File: src/rtl/player_stats_bank.sv
// Per-player BCD score and lives bank with bonus-life awards, a lives ceiling
// and game-over freezing; the renderer reads one player through a combinational port.
module player_stats_bank #(
    parameter int NUM_PLAYERS  = 2,
    parameter int PW           = 1,
    parameter int SCORE_DIGITS = 4,
    parameter int START_LIVES  = 3,
    parameter int MAX_LIVES    = 9,
    parameter int BONUS_DIGIT  = 3
) (
    input  logic                      clk,
    input  logic                      reset,
    input  logic                      new_game,
    input  logic [PW-1:0]             player,
    input  logic                      incscore,
    input  logic [3:0]                add_pts,
    input  logic                      declives,
    input  logic [PW-1:0]             rd_player,
    output logic [4*SCORE_DIGITS-1:0] rd_score,
    output logic [3:0]                rd_lives,
    output logic                      rd_game_over,
    output logic                      bonus_pulse
);
    localparam int SW = 4 * SCORE_DIGITS;

    logic [SW-1:0] score_q [NUM_PLAYERS];
    logic [SW-1:0] score_d [NUM_PLAYERS];
    logic [3:0]    lives_q [NUM_PLAYERS];
    logic [3:0]    lives_d [NUM_PLAYERS];
    logic          bonus_pulse_q, bonus_pulse_d;

    logic          tgt_valid;
    logic [SW-1:0] old_score, sum_raw, new_score;
    logic [3:0]    old_lives, new_lives, carry;
    logic [4:0]    acc;
    logic          inc_active, dec_active, bonus;

    always_comb begin
        tgt_valid = (int'(player) < NUM_PLAYERS);
        old_score = '0;
        old_lives = '0;
        for (int i = 0; i < NUM_PLAYERS; i++) begin
            if (tgt_valid && player == PW'(i)) begin
                old_score = score_q[i];
                old_lives = lives_q[i];
            end
        end
    end

    // Ripple BCD add; the first carry-in is the clamped point value itself.
    always_comb begin
        carry   = (add_pts > 4'd9) ? 4'd9 : add_pts;
        sum_raw = '0;
        acc     = '0;
        for (int d = 0; d < SCORE_DIGITS; d++) begin
            acc = {1'b0, old_score[4*d +: 4]} + {1'b0, carry};
            if (acc > 5'd9) begin
                sum_raw[4*d +: 4] = 4'(acc - 5'd10);
                carry             = 4'd1;
            end else begin
                sum_raw[4*d +: 4] = acc[3:0];
                carry             = 4'd0;
            end
        end
        new_score = (carry != 4'd0) ? {SCORE_DIGITS{4'h9}} : sum_raw;
    end

    always_comb begin
        inc_active = incscore && tgt_valid && (old_lives != 4'd0);
        dec_active = declives && tgt_valid;
        // Any change in the upper digit group means the score crossed a bonus boundary.
        bonus      = inc_active && (BONUS_DIGIT != 0) &&
                     (new_score[SW-1:4*BONUS_DIGIT] != old_score[SW-1:4*BONUS_DIGIT]);
        new_lives  = old_lives;
        if (bonus && !dec_active) begin
            new_lives = (old_lives >= 4'(MAX_LIVES)) ? 4'(MAX_LIVES) : old_lives + 4'd1;
        end else if (!bonus && dec_active && old_lives != 4'd0) begin
            new_lives = old_lives - 4'd1;
        end
    end

    always_comb begin
        score_d       = score_q;
        lives_d       = lives_q;
        bonus_pulse_d = 1'b0;
        if (new_game) begin
            for (int i = 0; i < NUM_PLAYERS; i++) begin
                score_d[i] = '0;
                lives_d[i] = 4'(START_LIVES);
            end
        end else begin
            bonus_pulse_d = bonus;
            for (int i = 0; i < NUM_PLAYERS; i++) begin
                if (tgt_valid && player == PW'(i)) begin
                    if (inc_active) score_d[i] = new_score;
                    lives_d[i] = new_lives;
                end
            end
        end
    end

    always_ff @(posedge clk or posedge reset) begin
        if (reset) begin
            for (int i = 0; i < NUM_PLAYERS; i++) begin
                score_q[i] <= '0;
                lives_q[i] <= 4'(START_LIVES);
            end
            bonus_pulse_q <= 1'b0;
        end else begin
            for (int i = 0; i < NUM_PLAYERS; i++) begin
                score_q[i] <= score_d[i];
                lives_q[i] <= lives_d[i];
            end
            bonus_pulse_q <= bonus_pulse_d;
        end
    end

    always_comb begin
        rd_score     = '0;
        rd_lives     = '0;
        rd_game_over = 1'b0;
        for (int i = 0; i < NUM_PLAYERS; i++) begin
            if (rd_player == PW'(i)) begin
                rd_score     = score_q[i];
                rd_lives     = lives_q[i];
                rd_game_over = (lives_q[i] == 4'd0);
            end
        end
    end

    assign bonus_pulse = bonus_pulse_q;

endmodule

File: config.mk
export PLATFORM = sky130hd
export DESIGN_NAME = player_stats_bank
export DESIGN_NICKNAME = d
export VERILOG_FILES = /design/src/rtl/player_stats_bank.sv
export SDC_FILE = /design/constraint.sdc
export NUM_CORES = 1
export LEC_CHECK = 0
export CAP_MARGIN = 20
export CORE_MARGIN = 4
export CORE_UTILIZATION = 30
export CTS_BUF_LIST = sky130_fd_sc_hd__clkbuf_4 sky130_fd_sc_hd__clkbuf_8
export CTS_CLUSTER_SIZE = 12
export DETAILED_ROUTE_END_ITERATION = 8
export HOLD_SLACK_MARGIN = 0.03
export PLACE_DENSITY_LB_ADDON = 0.2
export SKIP_CTS_REPAIR_TIMING = 1
export SLEW_MARGIN = 30
export SYNTH_ARGS = -nofsm -noshare
export SYNTH_HDL_FRONTEND = slang
export SYNTH_SLANG_ARGS = --single-unit
File: constraint.sdc
create_clock -name clk -period 14.1 [get_ports clk]
set_input_delay 4.23 -clock clk [delete_from_list [all_inputs] [get_ports clk]]
set_output_delay 4.23 -clock clk [all_outputs]
set_load 0.01 [all_outputs]
==> results of run 1 <==
[layer usage]
layer  share of wire  track usage  wire (um)
met1            0.48        0.183       3970
met2            0.47        0.226       3910
met3           0.033       0.0189        274
met4           0.017       0.0337        141
met5               0            0          0
[state kept, by name, indices dropped and copies added (netlist names)]
| name | cells |
|---|---|
| bonus_pulse | 1 |
| lives_q | 8 |
| score_q | 32 |
[power by group through the flow]
stage / clock network (mW) / registers [mW] / logic [mW]
floorplan: 0 / 0.140 / 0.103
global placement: 0 / 0.143 / 0.142
detailed placement: 0 / 0.143 / 0.142
CTS: 0.101 / 0.141 / 0.143
global route: 0.105 / 0.144 / 0.157
finish: 0.0984 / 0.141 / 0.140
[kinds of logic (layout without fill, tap and decap cells)]
logic type,count (synthesis),count (layout),share of synthesized area
and+or+nand+nor,99,99,0.157
AOI/OAI and AO/OA,78,78,0.180
muxes,59,59,0.196
DFF,41,41,0.316
buffers and inverters,39,63,0.0561
adders and majority gates,17,17,0.0676
xor gates and xnor gates,10,10,0.0269
[Yosys cell counts, types with 6 or more instances]
library cell and count:
nand2b_1 6, o31ai_1 12, ha_1 16, buf_2 7, nand2_1 28, xnor2_1 6, clkbuf_1 9, mux2i_1 20
inv_1 15, nand3_1 9, dfrtp_1 37, nor2_1 19, a21oi_1 10, a31oi_1 9, nor3_1 7, o21ai_0 16
mux2_2 38
[worst reg2reg max path, delay by kind of cell (launching register included)]
kind | cells | cell delay [ns]
xor+xnor | 2 | 0.32
simple gates | 2 | 0.69
flops | 1 | 0.40
compound gates | 9 | 2.83
buf+inv | 3 | 0.24
fa+ha+maj | 8 | 2.24
mux | 3 | 0.72
[path summary, 6_finish.rpt]
check                            startpoint     endpoint  slack [ns]  cells after the start
worst max-delay path                 player  score_q[14]        2.50                     27
worst min register to register  score_q[24]  score_q[24]        0.50                      2
worst max register to register   score_q[1]  score_q[14]        6.56                     27
worst min-delay path            score_q[24]  score_q[24]        0.50                      2
min in group asynchronous             reset  score_q[16]        4.37                      3
max in group asynchronous             reset   lives_q[4]        9.36                      3
[metrics by stage]
stage          instance area (um^2)  worst slack (ns)  hold WS (ns)  std cells   util
3_3_place_gp                   3670              2.41         0.478        495  0.351
2_1_floorplan                  3260              3.17         0.459        343      -
6_report                       3800              2.50         0.504        503  0.363
5_1_grt                        3800              1.90         0.537        503  0.363
4_1_cts                        3800              2.46         0.511        503  0.363
3_5_place_dp                   3680              2.16         0.490        495  0.352
[layout make-up]
| type | count | share of cell area |
|---|---|---|
| clock buffers | 5 | 0.0181 |
| repair buffers | 37 | 0.0929 |
| multi-input cells | 263 | 0.543 |
| inverters | 18 | 0.0181 |
| well taps | 136 | 0.0448 |
| clock inverters | 3 | 0.0122 |
| flip-flops and latches | 41 | 0.271 |
==> flow_summary_export.csv, run 1 <==
group,metric,value,unit
placement,numPortBuffers,32,
job,drv_cap,0,
clock_tree,htreeDepth,2,
global_route,overflow,0,
critical_path,cp.required,14.29,ns
clock_tree,clk_latency,0.30,ns
finish,final_common_cell,"mux2_2",
sta,slew_headroom,0.448,
logic_synthesis,syn_area,3260,um^2
logic_synthesis,ys_warn_count,0,
critical_path,worstSetupPathType,"in -> reg",
pwr,power_frac_comb,0.370,
critical_path,startpoint_type,"input pin",
logic_synthesis,ys_seq_area_frac,0.316,
clock_tree,clock_sinks,41,
floorplanning,dieArea,12600,um^2
logic_synthesis,synth_cells,343,
finish,layout.area.seq,1030,um^2
placement,dpl.hpwl,5.99,mm
floorplanning,die_w,112,um
clock_tree,cts_tree,"built",
critical_path,arrival,11.79,ns
logic_synthesis,ys_types,62,
global_route,antenna_found_initial,0,
finish,final_cell_mix,"38 x mux2_2, 37 x dfrtp_1, 31 x clkdlybuf4s50_1",
pwr,power-per-cell-area,100,nW/um^2
routing,num_vias,2625,
critical_path,crit_family,"compound AO/OA/AOI/OAI gates",
global_route,grt_pass1_vias,2682,
floorplanning,die_h,112,um
pwr,cellLeakagePower,1.62,nW
sta,hold_viol,0,
critical_path,path_common_cell,"ha_1",
floorplanning,design.core.area,10500,um^2
critical_path,crit_fanout,39,
global_route,grt_usage,0.135,
pwr,power,0.380,mW
sta,finClkSkew,0.00358,ns
floorplanning,rows,37,
sta,max_freq,0.0862,GHz
sta,rsz0062_at_grt,"no",
finish,syn_to_final_growth,16.6,%
logic_synthesis,synthFlopType,"dfrtp_1",
finish,fin_nets,394,
critical_path,critPathSlowestCell,"a211oi_2",
placement,gp_congestion,0.850,
logic_synthesis,yosysTopAreaCellShare,0.284,
global_route,grt_max_degree,42,
run_status,status,"finished, final reports clean",
finish,fillers,1103,
critical_path,critPathBufInv,4,
critical_path,end_kind,"register",
logic_synthesis,syn-num-nets,371,
routing,wire_per_inst,16.5,um
sta,worst_slew_pin_slew,0.826,ns
floorplanning,start_util,0.311,
logic_synthesis,synth.largest_area_cell,"dfrtp_1",
sta,finalCritPeriodShare,0.823,
finish,antennaDiodeCount,0,
routing,drtIter0Drc,90,
logic_synthesis,ys_ff_latch,41,
routing,dr.pass1.iters,4,
pwr,pwr-share-clk,0.259,
sta,layout_min_cycle_time,11.60,ns
clock_tree,cts_buffers,5,
pwr,internal-power,0.251,mW
global_route,grt_pass1_wl,13.9,mm
floorplanning,io_pins,33,
routing,drc,0,
finish,drive_above_1_share,0.193,
clock_tree,root_buffer,"clkbuf_8",
routing,viasPerCell,5.22,
sta,fin_tns_setup,0,ns
routing,finalWirelength,8.29,mm
pwr,p_sw,0.129,mW
finish,multi_input_area,2060,um^2
logic_synthesis,synth_edf_count,0,
logic_synthesis,synth-async-reset-ratio,1.00,
logic_synthesis,avgSynthCellArea,9.50,um^2
logic_synthesis,synthTopCellsByArea,"dfrtp_1 28%, mux2_2 13%, ha_1 6.1%",
pwr,switching_share,0.340,
clock_tree,max-clock-path-buffers,2,
routing,antenna_left,0,
sta,setup_viol,0,
clock_tree,cts.clk_slew.worst_paths,0.09,ns
pwr,seqPwrFrac,0.371,
pwr,ir_drop,0.0000518,V
critical_path,max_stage_delay,0.72,ns
min_path,hold_class,"reg -> reg",
sta,slew_viol_final,0,
Note: power is estimated with default switching activity, not from simulation.
==> run 2: changes to the inputs <==
clock period = 10.5 ns   (was 14.1 ns; I/O delays follow)
==> run 2 against run 1 <==
Effect of this change:
- global-route usage shrank 0.15 points
- via count grew 0.72%
- register-to-register slack lost 3.0 ns
- clock power grew 32%
- utilization grew 0.19 points
- clock-buffer cell count is the same
- largest power group unchanged
- sequential cell count is the same
- clock skew grew 0.0028 ns
- non-clock buffer count grew 4
==> flow_summary_export.csv, run 2 (synthesis gave the netlist of run 1 again) <==
group,metric,value,unit
clock_tree,htreeDepth,2,
critical_path,cp.required,10.68,ns
routing,wire_per_inst,16.1,um
finish,antennaDiodeCount,0,
clock_tree,max-clock-path-buffers,2,
finish,layout.area.seq,1030,um^2
critical_path,startpoint,"add_pts[3]",
sta,finClkSkew,0.00642,ns
floorplanning,start_util,0.311,
finish,multi_input_area,2050,um^2
critical_path,startpoint_type,"input pin",
routing,antenna_left,0,
pwr,power-per-cell-area,134,nW/um^2
clock_tree,cts_tree,"built",
clock_tree,cts_buffers,5,
routing,dr.pass1.iters,4,
pwr,cellLeakagePower,1.64,nW
sta,worst_slew_pin_slew,0.642,ns
critical_path,rr_startpoint,"score_q[16]",
critical_path,rrSetupSlack,3.54,ns
sta,slew_headroom,0.571,
finish,final_cell_count_no_fill,507,
global_route,antenna_found_initial,0,
critical_path,crit_end,"score_q[26]",
routing,viasPerCell,5.21,
sta,finalCritPeriodShare,0.948,
sta,slew_viol_final,0,
sta,layout_min_cycle_time,9.95,ns
placement,dpl.hpwl,5.89,mm
global_route,grt_pass1_wl,13.8,mm
floorplanning,die_w,112,um
finish,fin_area,3820,um^2
placement,numPortBuffers,32,
finish,drive_above_1_share,0.202,
global_route,grt_usage,0.133,
floorplanning,design.core.area,10500,um^2
clock_tree,clock_sinks,41,
critical_path,max_stage_delay,0.51,ns
global_route,grt_use_met1,0.190,
sta,fin_tns_setup,0,ns
run_status,status,"finished, final reports clean",
sta,setup_viol,0,
finish,largest_reg_flops,32,
floorplanning,die_h,112,um
pwr,power,0.510,mW
finish,fin_nets,398,
finish,regMostFlops,"score_q",
finish,final_util,0.365,
sta,hold_viol,0,
global_route,overflow,0,
critical_path,critPathSlowestCell,"clkdlybuf4s50_1",
clock_tree,cts.clk_slew.worst_paths,0.09,ns
finish,syn_to_final_growth,17.2,%
routing,num_vias,2644,
floorplanning,io_pins,33,
critical_path,worstSetupPathType,"in -> reg",
global_route,gr-usage-met3,0.0210,
routing,drtIter0Drc,91,
finish,final_common_cell,"mux2_2",
global_route,grt_use_met2,0.214,
critical_path,r2r_end,"score_q[26]",
min_path,worstHoldStart,"score_q[20]",
placement,dp_cells,499,
min_path,hold_class,"reg -> reg",
clock_tree,clk_latency,0.29,ns
placement,gp_congestion,0.857,
critical_path,worstRegToRegCells,28,
critical_path,crit_fanout,10,
sta,max_freq,0.100,GHz
critical_path,arrival,10.13,ns
sta,rsz0062_at_grt,"no",
finish,final_cell_mix,"38 x mux2_2, 37 x dfrtp_1, 31 x clkdlybuf4s50_1",
global_route,busiest_layer,"met2",
floorplanning,rows,37,
routing,drc,0,
pwr,ir_drop,0.0000980,V
clock_tree,root_buffer,"clkbuf_8",
critical_path,end_kind,"register",
global_route,grt_max_degree,42,
global_route,grt_pass1_vias,2599,
finish,fillers,1106,
placement,dpl_cell_area,3700,um^2
job,drv_cap,0,
floorplanning,dieArea,12600,um^2
critical_path,path_common_cell,"ha_1",
routing,finalWirelength,8.14,mm
## run 2: cell types whose count changed in the layout (fill, tap and decap cells not counted)
cell and change:
o311ai_4 -1, buf_4 +4, o311ai_2 +1
## run 2: worst min-delay path by stage
stage                     depth (start not counted)          end  slack, ns
final                                             2  score_q[20]       0.50
after global routing                              2   score_q[4]       0.54
after CTS                                         2   score_q[4]       0.51
after detailed placement                          2   score_q[4]       0.49
after global placement                            2   score_q[4]       0.48
after floorplan                                   2   score_q[0]       0.46
## run 2: area by class of cell
type                       instances  share of cell area
multi-input combinational        263               0.537
clock inverter                     3              0.0121
sequential                        41               0.270
inverter                          18              0.0180
tap                              136              0.0445
clock buffer                       5              0.0180
timing repair buffer              41               0.100
## run 2: critical path, delay by kind of cell
| family | cells | cell delay, ns |
|---|---|---|
| buf+inv | 5 | 0.93 |
| mux | 2 | 0.54 |
| fa+ha+maj | 9 | 2.55 |
| xor+xnor | 2 | 0.50 |
| simple gates | 3 | 0.65 |
| compound gates | 9 | 1.79 |
## run 2: through the flow
step           hold WS [ns]  worst slack, ns
3_5_place_dp          0.485            0.254
5_1_grt               0.536           0.0474
6_report              0.505            0.549
4_1_cts               0.507            0.567
2_1_floorplan         0.459            0.646
3_3_place_gp          0.481            0.483
## run 2: routing by layer
layer / part of all wire / vias up
met3: 0.030 / 4
met2: 0.45 / 49
li1: - / 1309
met4: 0.0072 / 0
met1: 0.51 / 1282
met5: 0 / -
## run 2: where the power goes
group / switching, mW / internal [mW] / leakage (nW)
registers: 0.0138 / 0.176 / 0.549
clock network: 0.0592 / 0.0712 / 0.0543
logic: 0.0998 / 0.0903 / 1.04
total: 0.173 / 0.337 / 1.64
